## src/rtl/uart_rx.sv

```systemverilog
// rtl/uart_rx.sv - 8N1 UART receiver with single-entry holding register, framing/overrun flags.
// Define UART_RX_PARITY_EN for 8E1 framing with a sticky parity_err output.
module uart_rx #(
    parameter int CLKS_PER_BIT = 139,
    parameter int SYNC_STAGES  = 2
) (
    input  logic       clk,
    input  logic       reset,
    input  logic       rx_uart,
    output logic [7:0] rx_data,
    output logic       rx_valid,
    input  logic       rx_ready,
    output logic       frame_err,
    output logic       overrun,
    input  logic       err_clr,
`ifdef UART_RX_PARITY_EN
    output logic       parity_err,
`endif
    output logic       busy
);

    localparam int CW = $clog2(CLKS_PER_BIT);
    localparam logic [CW-1:0] HALF_TC = CW'(CLKS_PER_BIT / 2 - 1);
    localparam logic [CW-1:0] BIT_TC  = CW'(CLKS_PER_BIT - 1);

    typedef enum logic [2:0] {
        IDLE,
        START,
        DATA,
`ifdef UART_RX_PARITY_EN
        PARITY,
`endif
        STOP
    } state_t;

    state_t            state;
    logic [SYNC_STAGES-1:0] sync;
    logic              rxs;
    logic [CW-1:0]     baud_cnt;
    logic [2:0]        bit_idx;
    logic [7:0]        shift;
    logic              baud_tc;

    assign rxs     = sync[SYNC_STAGES-1];
    assign busy    = (state != IDLE);
    assign baud_tc = (baud_cnt == BIT_TC);

    // Synchroniser resets to the idle line level so reset never looks like a start bit.
    always_ff @(posedge clk) begin
        if (reset) begin
            sync <= '1;
        end else begin
            sync <= {sync[SYNC_STAGES-2:0], rx_uart};
        end
    end

    always_ff @(posedge clk) begin
        if (reset) begin
            state      <= IDLE;
            rx_data    <= 8'h00;
            rx_valid   <= 1'b0;
            frame_err  <= 1'b0;
            overrun    <= 1'b0;
            bit_idx    <= 3'd0;
            baud_cnt   <= '0;
            shift      <= 8'h00;
`ifdef UART_RX_PARITY_EN
            parity_err <= 1'b0;
`endif
        end else begin
            // Clears come first so an error event on the same edge wins.
            if (err_clr) begin
                frame_err  <= 1'b0;
                overrun    <= 1'b0;
`ifdef UART_RX_PARITY_EN
                parity_err <= 1'b0;
`endif
            end
            if (rx_valid && rx_ready) begin
                rx_valid <= 1'b0;
            end

            case (state)
                IDLE: begin
                    if (!rxs) begin
                        state    <= START;
                        baud_cnt <= '0;
                    end
                end
                START: begin
                    if (baud_cnt == HALF_TC) begin
                        baud_cnt <= '0;
                        bit_idx  <= 3'd0;
                        state    <= rxs ? IDLE : DATA;
                    end else begin
                        baud_cnt <= baud_cnt + 1'b1;
                    end
                end
                DATA: begin
                    if (baud_tc) begin
                        baud_cnt <= '0;
                        shift    <= {rxs, shift[7:1]};
                        if (bit_idx == 3'd7) begin
`ifdef UART_RX_PARITY_EN
                            state <= PARITY;
`else
                            state <= STOP;
`endif
                        end else begin
                            bit_idx <= bit_idx + 3'd1;
                        end
                    end else begin
                        baud_cnt <= baud_cnt + 1'b1;
                    end
                end
`ifdef UART_RX_PARITY_EN
                PARITY: begin
                    if (baud_tc) begin
                        baud_cnt <= '0;
                        state    <= STOP;
                        if ((^shift) ^ rxs) begin
                            parity_err <= 1'b1;
                        end
                    end else begin
                        baud_cnt <= baud_cnt + 1'b1;
                    end
                end
`endif
                STOP: begin
                    if (baud_tc) begin
                        baud_cnt <= '0;
                        state    <= IDLE;
                        if (!rxs) begin
                            frame_err <= 1'b1;
                        end else if (rx_valid && !rx_ready) begin
                            overrun <= 1'b1;
                        end else begin
                            rx_data  <= shift;
                            rx_valid <= 1'b1;
                        end
                    end else begin
                        baud_cnt <= baud_cnt + 1'b1;
                    end
                end
                default: state <= IDLE;
            endcase
        end
    end

endmodule

```

## config.mk

```make
export PLATFORM = sky130hd
export DESIGN_NAME = uart_rx
export DESIGN_NICKNAME = d
export VERILOG_FILES = /design/src/rtl/uart_rx.sv
export SDC_FILE = /design/constraint.sdc
export NUM_CORES = 1
export LEC_CHECK = 0
export ABC_AREA = 1
export CAP_MARGIN = 10
export CORE_MARGIN = 5
export CORE_UTILIZATION = 58
export CTS_BUF_LIST = sky130_fd_sc_hd__clkbuf_4 sky130_fd_sc_hd__clkbuf_8
export CTS_CLUSTER_SIZE = 24
export DETAILED_ROUTE_END_ITERATION = 6
export HOLD_SLACK_MARGIN = 0.1
export PLACE_DENSITY = 0.86
export SLEW_MARGIN = 20
export SYNTH_ARGS = -nofsm -noshare
export SYNTH_HDL_FRONTEND = slang
export SYNTH_SLANG_ARGS = --single-unit
```

## constraint.sdc

```tcl
create_clock -name clk -period 1.6 [get_ports clk]
set_input_delay 0.32 -clock clk [delete_from_list [all_inputs] [get_ports clk]]
set_output_delay 0.32 -clock clk [all_outputs]
set_load 0.005 [all_outputs]
```

==> flow_summary.toml <==
[status]
status = "completed"

[power]
power_frac_seq = 0.483
peakVddDrop_mv = 0.777
p_per_area_nw_per_um2 = 1010
p_int_mw = 1.27
p_leak_nw = 0.856
p_sw_frac = 0.335
power_switching_mw = 0.638
combPwrFrac = 0.252
p_clk_frac = 0.266

[clock_network]
cts_buffer_depth = 2
cts_buffers = 5
clk_latency_ps = 340
cts_tree = "yes"
root_buffer = "clkbuf_4"
cts_sinks = 34
cts.htree.levels = 2
clkTransAtPathRegs_ps = 100

[route]
vias = 1398
firstDrtPassIters = 4
wire_per_inst_um = 10.8
wl_um = 3040
postRouteAntennaNets = 0
first_iter_violations = 45
drc_errors = 0
avgViaCountPerCell = 4.96

[placement]
post-dp-hpwl_um = 2180
dpl_cell_area_sq_um = 1800
place_congestion = 0.816
io_buffers = 16
dp_slack_ps = 107

[sta]
finalSetupViolations = 0
maxSlewViolCount = 0
max_slew_margin = 0.703
fmaxAchievable_mhz = 661
fin_skew_ps = 2.37
worst_pin_slew_ps = 445
setup_tns_ps = 0
period_share = 0.945
finalWorstSetupSlack_ps = 87.5
post-route-min-period_ps = 1510
finalHoldViolCount = 0

[hold_path]
holdPathStages = 2
worst_hold_path_type = "reg -> reg"
hold_start = "rx_data[3]"
holdPathEnd = "rx_data[3]"

[worst_setup_path]
endpoint_kind = "primary output"
cp_cell_sequence = "clkdlybuf4s50_1"
start_kind = "flop"
worst_ep_required_time_ps = 1280
cp_top_family = "buffers and inverters"
cp_max_fo = 2
max_stage_delay_ps = 510
reg2regPathDepth = 9
r2r_start = "baud_cnt[0]"
path_class = "reg -> out"
critPathBufInv = 1
reg2reg_slack_ps = 120
critPathSlowestCell = "clkdlybuf4s50_1"
r2r-end = "shift[7]"
arrival_ps = 1190

[logic_synthesis]
ys_types = 21
synth_area_leader_cell = "dfxtp_1"
synth_top_family_by_area = "simple AND/OR/NAND/NOR gates"
yosysSeqAreaShare = 0.433
synth_nets = 233
yosysWarnings = 0
syn-instance-count = 223
synthTopCellsByArea = "dfxtp_1 43%, nand2_1 15%, nor2_1 6.7%, a21oi_1 5.4%, nand3_1 5.4%"
synth_top_area_frac = 0.433
syn_area_per_cell_sq_um = 7.05
muxShareOfSynthArea = 0
synthAdderAreaFrac = 0.0398
synth_xor_area_frac = 0.0111
ys_ff_latch = 34
syn_area_sq_um = 1570
yosys.area_share.simple = 0.329
synth_compound_area_frac = 0.104

[grt]
grtUsageTotal = 0.187
overflow = 0
grt_antenna_before_repair = 0
grt_pass1_wl_um = 5240
grt_pass1_vias = 1246
grt_max_degree = 16

[run]
cap_violations = 0

[die]
die_y_um = 62.1
dieWidth_um = 62.1
io_pins = 17
rows = 18
start_util = 0.618
coreArea_sq_um = 2540
dieArea_sq_um = 3850

[cells_and_area]
antenna_cells = 0
finalNetCount = 261
syn2layout_area_growth_pct = 19.7
final_util = 0.739
layout-drive-gt1-share = 0.151
design_area_sq_um = 1880
per-stage QoR:
stage / power, mW / hold WS (ps) / instances
floorplan: 1.27 / 389 / 223
global placement: 1.40 / 391 / 272
detailed placement: 1.41 / 406 / 272
CTS: 1.92 / 469 / 281
global route: 2.03 / 485 / 282
finish: 1.91 / 466 / 282
registers in the layout, indices dropped and copies added (netlist names):
signal and cells:
baud_cnt 8, shift 8, rx_valid 1, overrun 1
bit_idx 3, frame_err 1, sync 2, rx_data 8
state 2
layer usage:
layer | wire length (um) | vias up | track usage
met5 | 0 | - | 0
met4 | 58 | 0 | 0.0939
met3 | 184 | 8 | 0.0517
met2 | 1340 | 28 | 0.286
met1 | 1460 | 612 | 0.242
li1 | - | 750 | -
placed cells by master, fill, tap and decap left out:
master / synthesis / final
clkinv_2: 0 / 1
inv_1: 22 / 22
ha_1: 5 / 5
xor2_1: 2 / 2
or2_2: 2 / 2
nand2_2: 3 / 2
dlygate4sd2_1: 0 / 1
nor2_2: 3 / 3
clkbuf_8: 0 / 1
nand2_1: 63 / 63
dfxtp_1: 34 / 31
a21oi_1: 17 / 17
nand2_4: 1 / 2
inv_2: 4 / 4
nor2_4: 2 / 2
clkdlybuf4s50_1: 0 / 15
buf_4: 0 / 10
nand3_1: 17 / 17
o21ai_0: 11 / 11
nor2_1: 28 / 28
clkinvlp_4: 0 / 1
nand4_1: 1 / 1
a21oi_2: 2 / 2
clkbuf_4: 0 / 5
o21ai_1: 1 / 1
dfxtp_2: 0 / 3
cell families (layout without fill, tap and decap cells):
logic type	after synthesis	in the layout
fa+ha+maj	5	5
xor+xnor	2	2
buf+inv	31	60
flops	34	34
simple gates	120	120
compound gates	31	31
final cells by class:
class / instances / area, sq um
clock buffers: 6 / 51.3
clock inverters: 2 / 12.5
fillers: 212 / 663
inverters: 26 / 97.6
multi-input cells: 158 / 764
flip-flops and latches: 34 / 684
well taps: 30 / 37.5
repair buffers: 26 / 234
power by group through the flow:
stage | logic, mW | registers (mW) | clock network [mW]
after floorplan | 0.334 | 0.936 | 0
after global placement | 0.462 | 0.937 | 0
after detailed placement | 0.471 | 0.940 | 0
after CTS | 0.484 | 0.918 | 0.521
after global routing | 0.548 | 0.926 | 0.558
final | 0.480 | 0.920 | 0.506
worst max-delay path by stage:
stage | cells after the start | to | from
after floorplan | 9 | rx_data[0] | baud_cnt[0]
after global placement | 6 | rx_data[5] | rx_ready
after detailed placement | 6 | rx_data[7] | rx_ready
after CTS | 8 | shift[7] | baud_cnt[1]
after global routing | 9 | shift[7] | baud_cnt[0]
final | 1 | rx_data[1] | rx_data[1]
synth_stat cells, drive strengths merged:
cell     n
o21ai   12
nand4    1
a21oi   19
xor2     2
inv     26
dfxtp   34
ha       5
nand2   67
nor2    33
clkbuf   2
nand3   17
buf      3
or2      2
what timing repair did:
item	CTS	global route
setup buffers	1	1
hold buffers	0	0
resized for setup	3	2
setup endpoints to repair	1	6
pin swaps	0	1
Power figures use the tool's default switching activity.
